[src/rtl/cpu_rf_arb.sv]
`default_nettype none
`timescale 1ns/1ps
// ============================================================================
// Module   : cpu_rf_arb
// Purpose  : Two-requester arbiter/sequencer for the 16x32 CPU register file
//            with starvation guard, same-cycle write bypass and error capture.
// Revision : 1.0
// ============================================================================
module cpu_rf_arb #(
    parameter int STARVE_MAX = 4
) (
    input  logic        clk,
    input  logic        rst_n,
    input  logic        a_rd_req,
    input  logic [3:0]  a_rd_sel1,
    input  logic [3:0]  a_rd_sel2,
    input  logic        b_rd_req,
    input  logic [3:0]  b_rd_sel1,
    input  logic [3:0]  b_rd_sel2,
    input  logic        a_wr_req,
    input  logic [3:0]  a_wr_sel,
    input  logic [31:0] a_wr_data,
    input  logic        b_wr_req,
    input  logic [3:0]  b_wr_sel,
    input  logic [31:0] b_wr_data,
    output logic        a_rd_gnt,
    output logic        b_rd_gnt,
    output logic        a_wr_gnt,
    output logic        b_wr_gnt,
    output logic        a_rvalid,
    output logic        b_rvalid,
    output logic [31:0] rdata1,
    output logic [31:0] rdata2,
    output logic [3:0]  rf_sel1,
    output logic [3:0]  rf_sel2,
    output logic [3:0]  rf_wrt_sel,
    output logic [31:0] rf_wrt_data,
    output logic        rf_wrt_en,
    input  logic [31:0] rf_reg1,
    input  logic [31:0] rf_reg2,
    input  logic        rf_err,
    input  logic        err_clr,
    output logic        err_sticky,
    output logic        err_src,
    output logic [3:0]  err_sel
);

    localparam logic [3:0] C_STARVE_MAX = 4'(STARVE_MAX);

    logic [3:0]  r_b_rd_starve;
    logic [3:0]  r_b_wr_starve;
    logic        w_b_rd_win;
    logic        w_b_wr_win;
    logic        w_rd_any;
    logic        w_byp1;
    logic        w_byp2;

    logic        r_a_pend;
    logic        r_b_pend;
    logic        r_byp1;
    logic        r_byp2;
    logic        r_zero1;
    logic        r_zero2;
    logic [31:0] r_byp_data;

    logic        r_err_sticky;
    logic        r_err_src;
    logic [3:0]  r_err_sel;

    // B wins when uncontested or when it has lost STARVE_MAX times in a row
    assign w_b_rd_win = b_rd_req && (!a_rd_req || (r_b_rd_starve == C_STARVE_MAX));
    assign w_b_wr_win = b_wr_req && (!a_wr_req || (r_b_wr_starve == C_STARVE_MAX));

    assign b_rd_gnt = w_b_rd_win;
    assign a_rd_gnt = a_rd_req && !w_b_rd_win;
    assign b_wr_gnt = w_b_wr_win;
    assign a_wr_gnt = a_wr_req && !w_b_wr_win;

    always_comb begin
        rf_sel1     = '0;
        rf_sel2     = '0;
        rf_wrt_sel  = '0;
        rf_wrt_data = '0;
        rf_wrt_en   = 1'b0;
        if (a_rd_gnt) begin
            rf_sel1 = a_rd_sel1;
            rf_sel2 = a_rd_sel2;
        end else if (b_rd_gnt) begin
            rf_sel1 = b_rd_sel1;
            rf_sel2 = b_rd_sel2;
        end
        if (a_wr_gnt) begin
            rf_wrt_sel  = a_wr_sel;
            rf_wrt_data = a_wr_data;
            rf_wrt_en   = 1'b1;
        end else if (b_wr_gnt) begin
            rf_wrt_sel  = b_wr_sel;
            rf_wrt_data = b_wr_data;
            rf_wrt_en   = 1'b1;
        end
    end

    always_ff @(posedge clk or negedge rst_n) begin
        if (!rst_n) begin
            r_b_rd_starve <= '0;
            r_b_wr_starve <= '0;
        end else begin
            if (b_rd_req && !b_rd_gnt) begin
                if (r_b_rd_starve < C_STARVE_MAX)
                    r_b_rd_starve <= r_b_rd_starve + 4'd1;
            end else begin
                r_b_rd_starve <= '0;
            end
            if (b_wr_req && !b_wr_gnt) begin
                if (r_b_wr_starve < C_STARVE_MAX)
                    r_b_wr_starve <= r_b_wr_starve + 4'd1;
            end else begin
                r_b_wr_starve <= '0;
            end
        end
    end

    // The RF samples reads and writes at the same edge, so a colliding read
    // would return stale data; remember the collision and substitute.
    assign w_rd_any = a_rd_gnt || b_rd_gnt;
    assign w_byp1   = w_rd_any && rf_wrt_en && (rf_wrt_sel != 4'd0) && (rf_sel1 == rf_wrt_sel);
    assign w_byp2   = w_rd_any && rf_wrt_en && (rf_wrt_sel != 4'd0) && (rf_sel2 == rf_wrt_sel);

    always_ff @(posedge clk or negedge rst_n) begin
        if (!rst_n) begin
            r_a_pend   <= 1'b0;
            r_b_pend   <= 1'b0;
            r_byp1     <= 1'b0;
            r_byp2     <= 1'b0;
            r_zero1    <= 1'b0;
            r_zero2    <= 1'b0;
            r_byp_data <= '0;
        end else begin
            r_a_pend <= a_rd_gnt;
            r_b_pend <= b_rd_gnt;
            r_byp1   <= w_byp1;
            r_byp2   <= w_byp2;
            r_zero1  <= (rf_sel1 == 4'd0);
            r_zero2  <= (rf_sel2 == 4'd0);
            if (w_byp1 || w_byp2)
                r_byp_data <= rf_wrt_data;
        end
    end

    assign a_rvalid = r_a_pend;
    assign b_rvalid = r_b_pend;

    // rf_reg* are already registered in the RF; only the select mux is added here
    always_comb begin
        rdata1 = '0;
        rdata2 = '0;
        if (r_a_pend || r_b_pend) begin
            if (!r_zero1)
                rdata1 = r_byp1 ? r_byp_data : rf_reg1;
            if (!r_zero2)
                rdata2 = r_byp2 ? r_byp_data : rf_reg2;
        end
    end

    always_ff @(posedge clk or negedge rst_n) begin
        if (!rst_n) begin
            r_err_sticky <= 1'b0;
            r_err_src    <= 1'b0;
            r_err_sel    <= '0;
        end else if (rf_err && (err_clr || !r_err_sticky)) begin
            r_err_sticky <= 1'b1;
            r_err_src    <= b_wr_gnt;
            r_err_sel    <= rf_wrt_sel;
        end else if (err_clr) begin
            r_err_sticky <= 1'b0;
            r_err_src    <= 1'b0;
            r_err_sel    <= '0;
        end
    end

    assign err_sticky = r_err_sticky;
    assign err_src    = r_err_src;
    assign err_sel    = r_err_sel;

endmodule
`default_nettype wire

[config.mk]
export PLATFORM = sky130hd
export DESIGN_NAME = cpu_rf_arb
export DESIGN_NICKNAME = d
export VERILOG_FILES = /design/src/rtl/cpu_rf_arb.sv
export SDC_FILE = /design/constraint.sdc
export NUM_CORES = 1
export LEC_CHECK = 0
export CORE_MARGIN = 2
export CORE_UTILIZATION = 36
export CTS_CLUSTER_DIAMETER = 120
export DETAILED_ROUTE_END_ITERATION = 16
export PLACE_DENSITY_LB_ADDON = 0.1
export SLEW_MARGIN = 20
export SYNTH_ARGS = -nofsm -noshare
export SYNTH_HDL_FRONTEND = slang
export SYNTH_SLANG_ARGS = --single-unit
[constraint.sdc]
create_clock -name clk -period 3 [get_ports clk]
set_input_delay 0.45 -clock clk [delete_from_list [all_inputs] [get_ports clk]]
set_output_delay 0.45 -clock clk [all_outputs]
set_load 0.02 [all_outputs]
; Word-level counts from Yosys, hierarchy flattened
; Index checks and enable logic that the tools add are counted.
[totals]
register_bits = 52
latchBits = 0
out_inout_bits = 121
wordCells = 73
inputBits = 160
memories = 0
mem_bits_ro = 0
mem_bits_rw = 0
[op_classes]
bitwise_logic = 0
shift = 0
muxes = 25
eq_ne = 6
multipliers = 0
reduce_logical = 26
magnitude_cmp = 2
add_sub_neg = 2
n_div = 0
[op_table]
columns = cell, count
row1 = $mux W32, 8
row2 = $mux W4, 12
row3 = $logic_and A1 B1 Y1, 11
row4 = $add A4 B1 Y4 const B, 2
row5 = $eq A4 B3 Y1 const B, 2
row6 = $eq A4 B4 Y1, 2
row7 = $logic_not A4 Y1, 2
row8 = $lt A4 B3 Y1 const B, 2
row9 = $logic_or A1 B1 Y1, 6
row10 = $logic_not A1 Y1, 5
row11 = $mux W1, 5
row12 = $ne A2 B1 Y1 const B, 2
row13 = $reduce_bool A4 Y1, 1
row14 = $reduce_bool A2 Y1, 1

; Logic depth before layout (Yosys ltp)
; Gate-level depths: netlist of run 1.
[depth]
ltp_word = 10
ltp_mapped = 12
mapped_depth_nobuf = 9

; Least setup slack after synthesis of run 1
; No wires, ideal clock.
[synth_timing]
kind = reg-to-reg
startpoint = register r_b_wr_starve[0]
endpoint = register r_byp_data[0]
slack_ps = 396
setup_time_ps = 125
required_time_ps = 2875
path_stages_with_launch = 11
period_less_slack_ps = 2604
arrival_time_ps = 2479
path_buffers = 1
cell_sequence = dfrtp_1 > inv_1 > ha_1 > nand4b_4 > and2_2 > a22o_1 > a211o_2 > o211ai_1 > a21o_4 > buf_12 > mux2_4
[synth_between]
elab_chain_cells = 10
elab_cells_between_ends = 19
cone_classes = 3 x eq/ne / 6 x mux / 10 x reduce/logical
[synth_rtl]
columns = element, line
row1 = from (decl), 51  ; logic [3:0] r_b_wr_starve;
row2 = from (signal assigned), 116  ; r_b_wr_starve <= r_b_wr_starve + 4'd1;
row3 = $eq A4 B3 Y1 *, 72  ; assign w_b_wr_win = b_wr_req && (!a_wr_req || (r_b_wr_starve == C_STARVE_MAX));
row4 = $logic_or A1 B1 Y1 *, 72
row5 = $logic_and A1 B1 Y1 *, 72
row6 = $logic_not A1 Y1 *, 77  ; assign a_wr_gnt = a_wr_req && !w_b_wr_win;
row7 = $logic_and A1 B1 Y1 *, 77
row8 = via a_wr_gnt, 28  ; output logic a_wr_gnt,
row9 = $mux W4 *, 92  ; if (a_wr_gnt) begin
row10 = via rf_wrt_sel[2], 36  ; output logic [3:0] rf_wrt_sel,
row11 = $reduce_bool A4 Y1, "126, 127"
row12 = $logic_and A1 B1 Y1, "126, 127"
row13 = "$logic_and A1 B1 Y1, on equally long branches", "126, 127"
row14 = $logic_or A1 B1 Y1 *, 145  ; if (w_byp1 || w_byp2)
row15 = to (signal assigned), 146  ; r_byp_data <= rf_wrt_data;
row16 = to (decl), 64  ; logic [31:0] r_byp_data;
; Mark *: on every way through the listed nets, which the timed path passes. The rest lies on a longest branch.
; A chain may end at the register's enable or synchronous reset.

; Worst setup path in the final report of run 1
[layout_timing]
startpoint = input b_wr_req
endpoint = output rf_wrt_data[7]
[layout_between]
elab_chain_cells = 4
elab_cells_between_ends = 5
cone_classes = 2 x mux / 3 x reduce/logical
[layout_rtl]
columns = element, line
row1 = from (decl), 23  ; input logic b_wr_req,
row2 = $logic_and A1 B1 Y1 *, 72
row3 = $logic_not A1 Y1, 77
row4 = $logic_and A1 B1 Y1, 77
row5 = $mux W32 *, 92
row6 = to (decl), 37  ; output logic [31:0] rf_wrt_data,
; Mark *: on every way between the ends. The rest lies on a longest branch, timed or not.

==> results of run 1 <==
-- final timing paths --
kind                                               from                    endpoint  slack [ns]
setup / recovery                               b_wr_req              rf_wrt_data[7]        0.06
hold / removal                                    rst_n  r_byp_data[17]$_DFFE_PN0P_        0.26
setup reg to reg           r_b_wr_starve[0]$_DFFE_PN0P_  r_byp_data[29]$_DFFE_PN0P_        0.23
hold reg to reg                  err_sel[3]$_DFFE_PN0P_      err_sel[3]$_DFFE_PN0P_        0.50
max in group asynchronous                         rst_n  r_byp_data[31]$_DFFE_PN0P_        1.99
min in group clk                 err_sel[3]$_DFFE_PN0P_      err_sel[3]$_DFFE_PN0P_        0.50
-- synth_stat cells (all sizes together), types with 2 or more instances --
| cell type | instances |
|---|---|
| buf | 14 |
| nand3 | 32 |
| o21ai | 6 |
| xor2 | 4 |
| ha | 4 |
| xnor2 | 4 |
| a22o | 2 |
| and3 | 4 |
| a22oi | 2 |
| nor4 | 2 |
| nor3 | 3 |
| o21bai | 2 |
| a32o | 3 |
| mux2i | 65 |
| nand2 | 80 |
| dfrtp | 52 |
| a21o | 12 |
| nand4 | 2 |
| clkbuf | 17 |
| inv | 12 |
| a21oi | 7 |
| mux2 | 32 |
| nand2b | 2 |
| nor2 | 81 |
-- per-layer routing --
| metal | global-route usage, % | vias up | wire length, um |
|---|---|---|---|
| met4 | 6.23 | 0 | 237 |
| met3 | 5.02 | 19 | 1080 |
| met2 | 48.3 | 168 | 8240 |
| li1 | - | 2092 | - |
| met1 | 28.5 | 2104 | 6180 |
| met5 | 0 | - | 0 |
-- per-stage QoR --
stage	instance area (sq um)	power, mW	setup TNS (ns)
after floorplan	3940	1.88	0
after global placement	7000	2.55	-0.000628
after detailed placement	7000	2.59	-1.40
after CTS	7100	3.00	0
after global routing	7140	3.14	0
final	7140	2.98	0
-- power by group through the flow --
stage / combinational (mW) / sequential (mW) / clock, mW
after floorplan: 0.803 / 1.07 / 0
after global placement: 1.41 / 1.14 / 0
after detailed placement: 1.44 / 1.15 / 0
after CTS: 1.45 / 1.14 / 0.420
after global routing: 1.53 / 1.17 / 0.448
final: 1.44 / 1.14 / 0.409
-- registers in the layout (all words and copies together) (netlist names), 4 cells and up --
signal,count
r_b_wr_starve,4
err_sel,4
r_byp_data,32
r_b_rd_starve,4
-- layout make-up --
class,count,area (sq um)
repair buffers,312,3100
clock buffers,8,90.1
flip-flops and latches,52,1300
multi-input cells,354,2430
inverters,12,45.0
well taps,140,175
fillers,931,3600
-- logic make-up (layout without fill, tap and decap cells) --
logic type               after synthesis  count (layout)  share of synthesized area (%)
buffers and inverters                 43             332                           5.94
flip-flops                            52              52                           33.0
adder cells (fa/ha/maj)                4               4                           1.27
XOR/XNOR                               8               8                           1.78
multiplexers                          97              97                           28.5
AO/OA/AOI/OAI                         36              36                           7.02
AND/OR/NAND/NOR                      209             209                           22.5
-- timing repair --
action	CTS	global route
buffers inserted	0	0
gates resized for setup	1	16
pin swaps	0	0
endpoints found under the setup margin	25	32
==> results.toml, run 1 <==
[pwr]
power-per-cell-area_nw_per_um2 = 418
vdd.ir_drop.worst_mv = 0.221
p_int_mw = 1.97
combPwrFrac_pct = 48.1
p_seq_share_pct = 38.2
power_switching_mw = 1.02
power.clock.fraction_pct = 13.7
switching_share_pct = 34.0
power.static_leakage_nw = 3.29

[cts]
tritoncts = "built"
cts_root_buffer = "clkbuf_8"
path_clk_slew_ns = 0.09
number_of_buffers_created_by_cts = 5
hold_buffer_count_at_cts = 0
clock_tree.buffer_depth = 2
worst_skew_pair.late_latency_ns = 0.30
h-tree-depth = 2
clock-sinks = 52

[sta]
rsz_0062_raised_after_global_routing = "false"
worst_max_slew_pin_slew_ns = 0.912
max_slew_margin_pct = 39.2
clock.fmax_mhz = 340
post-route-worst-setup-slack_ns = 0.0615
final_hold_viol_count = 0
slew_violations = 0
period_needed_ns = 2.94
timing.final.crit_share_pct = 97.9
holdWs_ns = 0.263
setup_viol = 0
skew_ns = 0.0102

[logic_synthesis]
synth_flop_cell = "dfrtp_1"
ys_ff_latch = 52
syn-num-nets = 613
synthesis.area_sq_um = 3940
synth_edf_count = 0
post-synth-top-area-fraction_pct = 33.0
synth_top_cell_by_area = "dfrtp_1"
synth.avg_cell_area_sq_um = 8.78
gate_count_after_technology_mapping = 449
ys_warnings = 0
ys_seq_area_share_pct = 33.0
synth_area_leaders = "dfrtp_1, mux2i_1, mux2_4, nor2_1, nand2_1"
async_reset_ff_share_pct = 100
netlist-cell-type-count = 39

[flow_run]
maxCapViolCount = 0

[worst_setup_path]
timing.critical_path.slowest_cell_delay_ns = 0.62
critPathCaptureType = "primary output"
slowest_stage = "clkdlybuf4s50_1"
critical_path_depth = 9
critical_path_peak_fanout = 7
critPathMostFrequentCell = "buf_4"
worst_ep_required_time_ns = 2.55
rr_worst_depth = 11
critical_path.cell_chain = "clkdlybuf4s50_1 > buf_4 > inv_1 > o21ai_4 > buf_4 > buf_4 > nand2_1 > nand2_1 > clkdlybuf4s50_1"
worst-endpoint-arrival_ns = 2.49
crit_buf_inv = 6
worst_path_dominant_cell_family = "buffers and inverters"
worst_setup_sp_type = "input pin"
timing.setup.critical_path_class = "in -> out"

[route]
drcViolationCount = 0
drt_pass1_iterations = 4
via_per_inst = 4.99
via_count = 4383
routed_wirelength_um = 15700
detailedRoute.firstIterationViolations = 184
drt-wirelength-per-cell_um = 17.9
route.antenna.remaining_nets = 0

[floorplanning]
dieHeight_um = 109
rows = 38
initial_utilization_pct = 36.7
floorplan.die_area_sq_um = 11800
fp.dieW_um = 109
fp.coreArea_sq_um = 10700
top_level_i_o_count = 281

[grt]
grt_first_pass_wirelength_um = 23000
grt_antenna_before_repair = 0
globalRouteTotalUtil_pct = 25.2
grt_overflow_total = 0
grt_max_degree = 39
first_global_vias = 4447

[place]
gp_congestion = 0.845
placement.setup.worst_slack_ns = -0.0812
number_of_placed_instances_with_taps_included = 870
port_buffers = 280
detailedPlacementHpwl_um = 12000

[cells_and_area]
antenna-diode-count = 0
layout_common_cells = "clkdlybuf4s50_1, nor2_1, nand2_1, mux2i_1, dfrtp_1"
nets = 901
drive_above_1_share_pct = 12.3
growth_of_design_area_from_synthesis_to_finish_pct = 81.3
final_util_pct = 66.5
final_common_cell = "clkdlybuf4s50_1"
post_layout_nonfiller_instances = 878

[run_status]
run_status = "completed"

[hold_path]
min_path_type = "in -> async"
(Power assumes the default switching activity.)
==> inputs of run 2 (changes only) <==
Settings changed: MAX_ROUTING_LAYER set to met4.
==> run 2 against run 1 <==
  * Non-clock buffer count did not move
  * Worst setup slack worse by 0.00058 ns
  * Sequential share of layout area did not move
  * Clock skew hardly changed
  * Highest routed layer unchanged
  * Global-route usage grew 0.74 points
  * Largest cell class unchanged
  * Critical endpoint unchanged
  * Sequential cell count is the same
  * Via count up 0.68%
  * Critical path depth did not move
==> results.toml, run 2 (synthesis results as in run 1) <==
[floorplanning]
fp.coreArea_sq_um = 10700
initial_utilization_pct = 36.7
fp.dieW_um = 109
rows = 38
dieHeight_um = 109
top_level_i_o_count = 281
floorplan.die_area_sq_um = 11800

[run_status]
run_status = "completed"

[pwr]
vdd.ir_drop.worst_mv = 0.221
power.static_leakage_nw = 3.29
power-per-cell-area_nw_per_um2 = 418
fin_total_pwr_mw = 2.99

[flow_run]
maxCapViolCount = 0

[route]
drcViolationCount = 0
drt_pass1_iterations = 4
detailedRoute.firstIterationViolations = 189
route.antenna.remaining_nets = 0
routed_wirelength_um = 15800
via_count = 4413
drt-wirelength-per-cell_um = 18.0
via_per_inst = 5.03

[place]
placed_cell_area_sq_um = 7000
gp_congestion = 0.858
number_of_placed_instances_with_taps_included = 870
port_buffers = 280
placement.setup.worst_slack_ns = -0.0812
detailedPlacementHpwl_um = 12000

[cells_and_area]
finalInstanceArea_sq_um = 7140
nets = 901
drive_above_1_share_pct = 12.3
growth_of_design_area_from_synthesis_to_finish_pct = 81.3
final_common_cell = "clkdlybuf4s50_1"
flip_flop_count_of_the_largest_register_all_copies_and_words_added = 32
post_layout_nonfiller_instances = 878
final_util_pct = 66.5
top_register = "r_byp_data"
layout_common_cells = "clkdlybuf4s50_1, nor2_1, nand2_1, mux2i_1, dfrtp_1"
antenna-diode-count = 0

[worst_setup_path]
r2r-start = "r_b_wr_starve[0]$_DFFE_PN0P_"
timing.critical_path.slowest_cell_delay_ns = 0.62
worst_path_dominant_cell_family = "buffers and inverters"
critPathCaptureType = "primary output"
critical_path.cell_chain = "clkdlybuf4s50_1 > buf_4 > inv_1 > o21ai_4 > buf_4 > buf_4 > nand2_1 > nand2_1 > clkdlybuf4s50_1"
timing.setup.critical_path_class = "in -> out"
worst-endpoint-arrival_ns = 2.49
worst_setup_sp_type = "input pin"
crit_buf_inv = 6
worst_ep_required_time_ns = 2.55
critPathMostFrequentCell = "buf_4"
critical_path_peak_fanout = 7
crit_path_start = "b_wr_req"
slowest_stage = "clkdlybuf4s50_1"

[grt]
grt_antenna_before_repair = 0
first_global_vias = 4453
globalRouteTotalUtil_pct = 26.0
grt_overflow_total = 0
grt_max_degree = 39
grt_first_pass_wirelength_um = 23000

[cts]
h-tree-depth = 2
clock_tree.buffer_depth = 2
resize_count_post_cts = 1
worst_skew_pair.late_latency_ns = 0.30
tritoncts = "built"
hold_buffer_count_at_cts = 0
path_clk_slew_ns = 0.09
clock-sinks = 52
cts_root_buffer = "clkbuf_8"
setup_fix_bufs_post_cts = 0
number_of_buffers_created_by_cts = 5

[sta]
setup_viol = 0
max_slew_margin_pct = 39.3
slew_violations = 0
skew_ns = 0.00979
rsz_0062_raised_after_global_routing = "false"
worst_max_slew_pin_slew_ns = 0.911
clock.fmax_mhz = 340
final_hold_viol_count = 0
period_needed_ns = 2.94
timing.final.crit_share_pct = 98.0
post-route-worst-setup-slack_ns = 0.0609

[hold_path]
min_path_type = "in -> async"
==> run 2: power by group <==
part	internal [mW]	leakage [nW]	switching [mW]
Combinational	0.855	2.58	0.583
Sequential	0.924	0.661	0.214
Clock	0.189	0.0455	0.222
==> run 2: area by class of cell <==
cell class / count / area [sq um]
clock buffer: 8 / 90.1
fill: 931 / 3600
inverter: 12 / 45.0
multi-input combinational: 354 / 2430
sequential: 52 / 1300
tap: 140 / 175
timing repair buffer: 312 / 3100
==> run 2: layer usage <==
| layer | track usage (%) | vias up | part of all wire, % |
|---|---|---|---|
| met2 | 48.4 | 178 | 53 |
| met4 | 6.23 | 0 | 1.5 |
| met1 | 28.8 | 2127 | 40 |
| met5 | - | - | 0 |
| li1 | - | 2091 | - |
| met3 | 4.30 | 17 | 6.4 |
==> run 2: metrics by stage <==
stage               setup TNS (ns)  hold slack [ns]
floorplan                        0            0.154
global placement         -0.000628            0.474
detailed placement           -1.40            0.487
CTS                              0            0.275
global route                     0            0.316
finish                           0            0.257
==> run 2: path summary, 6_finish.rpt <==
| kind | endpoint | slack [ns] | cells after the start |
|---|---|---|---|
| max in group asynchronous | r_byp_data[31]$_DFFE_PN0P_ | 2.00 | 2 |
| min in group clk | err_sel[3]$_DFFE_PN0P_ | 0.50 | 2 |
| max reg2reg | r_byp_data[29]$_DFFE_PN0P_ | 0.24 | 11 |
| min reg2reg | err_sel[3]$_DFFE_PN0P_ | 0.50 | 2 |
| min | r_byp_data[17]$_DFFE_PN0P_ | 0.26 | 1 |
| max | rf_wrt_data[7] | 0.06 | 9 |
==> inputs of run 3 (changes only) <==
Settings changed: REMOVE_ABC_BUFFERS set to 1.
==> run 3 against run 2 <==
  * Non-clock buffer count fell by 13
  * Clock-buffer cell count down 1
  * Fmax increased by 2.3%
  * Final area shrank 0.81%
  * Total power is 0.29% higher
  * Cell count shrank 1.6%
  * First-iteration DRC count is 9.5% higher
  * Critical endpoint is now rf_wrt_data[29]
  * Largest power group unchanged
==> results.toml, run 3 (synthesis results as in run 1) <==
[sta]
worst_max_slew_pin_slew_ns = 0.492
period_needed_ns = 2.87
holdWs_ns = 0.0989
rsz_0062_raised_after_global_routing = "false"
slew_violations = 0
clock.fmax_mhz = 348
setup_viol = 0
final_hold_viol_count = 0
fin_setup_tns_ns = 0
max_slew_margin_pct = 67.2
skew_ns = 0.0103
timing.final.crit_share_pct = 95.8

[floorplanning]
dieHeight_um = 109
rows = 38
fp.coreArea_sq_um = 10700
initial_utilization_pct = 36.7
fp.dieW_um = 109
floorplan.die_area_sq_um = 11800
top_level_i_o_count = 281

[cells_and_area]
nets = 888
fillCellCount = 927
final_util_pct = 65.9
top_register = "r_byp_data"
flip_flop_count_of_the_largest_register_all_copies_and_words_added = 32
layout_common_cells = "clkdlybuf4s50_1, nor2_1, nand2_1, mux2i_1, dfrtp_1"
growth_of_design_area_from_synthesis_to_finish_pct = 79.8
drive_above_1_share_pct = 10.8
final_common_cell = "clkdlybuf4s50_1"
antenna-diode-count = 0

[route]
route.antenna.remaining_nets = 0
detailedRoute.firstIterationViolations = 207
drt-wirelength-per-cell_um = 18.3
via_per_inst = 5.09
via_count = 4395
dr_wl_met2_um = 8210
routed_wirelength_um = 15900
met3_length_um = 1330
top_layer = "met4"
drt_pass1_iterations = 4
met1Wirelength_um = 6080
drcViolationCount = 0

[grt]
grt_max_degree = 33
grt_antenna_before_repair = 0
grt_overflow_total = 0
globalRouteTotalUtil_pct = 26.7
first_global_vias = 4465
grt_first_pass_wirelength_um = 23800

[cts]
setup_fix_bufs_post_cts = 0
cts_root_buffer = "clkbuf_8"
number_of_buffers_created_by_cts = 5
h-tree-depth = 2
clock-sinks = 52
tritoncts = "built"
clock_tree.buffer_depth = 2
path_clk_slew_ns = 0.09
worst_skew_pair.late_latency_ns = 0.30

[worst_setup_path]
timing.critical_path.slowest_cell_delay_ns = 0.63
critPathCaptureType = "primary output"
crit_buf_inv = 4
slowest_stage = "clkdlybuf4s50_1"
worst_setup_sp_type = "input pin"
critical_path.cell_chain = "clkdlybuf4s50_1 > nand4b_4 > buf_12 > o21ai_4 > buf_6 > nand2_1 > nand2_1 > clkdlybuf4s50_1"
timing.setup.critical_path_class = "in -> out"
worst_path_dominant_cell_family = "buffers and inverters"
worst_ep_required_time_ns = 2.55
worst-endpoint-arrival_ns = 2.42
critical_path_peak_fanout = 17

[run_status]
run_status = "completed"

[pwr]
power-per-cell-area_nw_per_um2 = 423
power.static_leakage_nw = 3.26
vdd.ir_drop.worst_mv = 0.229

[place]
detailedPlacementHpwl_um = 12200
port_buffers = 280
gp_congestion = 0.832

[flow_run]
maxCapViolCount = 0

[hold_path]
min_path_type = "in -> async"
-- run 3: cell types whose count changed in the layout (fill, tap and decap cells not counted), moves of 2 or more --
cell / delta
clkbuf_1: -2
clkdlybuf4s50_1: -2
buf_12: +3
buf_4: -17
-- run 3: per-layer routing --
| metal | vias up | GRT usage, % |
|---|---|---|
| li1 | 2067 | - |
| met2 | 184 | 49.0 |
| met1 | 2120 | 29.3 |
| met3 | 24 | 6.81 |
| met5 | - | - |
| met4 | 0 | 5.04 |
-- run 3: metrics by stage --
step	setup slack, ns	total power, mW	instance area, sq um	cells
floorplan	-0.255	1.84	3750	418
global placement	0.0351	2.53	6950	857
detailed placement	-0.00438	2.57	6950	857
CTS	0.0135	3.01	7050	864
global route	0.00258	3.15	7090	864
finish	0.126	3.00	7090	864
-- run 3: path summary, 6_finish.rpt --
kind,slack [ns],cells past startpoint,start,to
worst max register to register,0.34,12,r_b_wr_starve[0]$_DFFE_PN0P_,r_byp_data[26]$_DFFE_PN0P_
worst min-delay path,0.1,1,rst_n,r_b_wr_starve[1]$_DFFE_PN0P_
max in group asynchronous,2.06,2,rst_n,r_byp1$_DFF_PN0_
worst max-delay path,0.13,8,b_wr_req,rf_wrt_data[29]
worst min register to register,0.51,1,err_sel[1]$_DFFE_PN0P_,err_sel[1]$_DFFE_PN0P_
min in group clk,0.51,1,err_sel[1]$_DFFE_PN0P_,err_sel[1]$_DFFE_PN0P_
-- run 3: where the power goes --
group	switching [mW]	internal (mW)
Combinational	0.577	0.844
Clock	0.228	0.206
Sequential	0.218	0.924
Total	1.02	1.97
-- run 3: area by class of cell --
cell class              instances  area, sq um  area share, %
flip-flops and latches         52         1300           18.4
repair buffers                299         3050           43.0
clock buffers                   7         96.3           1.36
multi-input cells             354         2420           34.2
well taps                     140          175           2.47
inverters                      12         45.0          0.636
-- run 3: timing repair --
item / in CTS / in global routing
cloned: 0 / 0
endpoints found under the setup margin: 1 / 16
resized for setup: 1 / 14
hold buffers: 0 / 0
pin swaps: 0 / 0
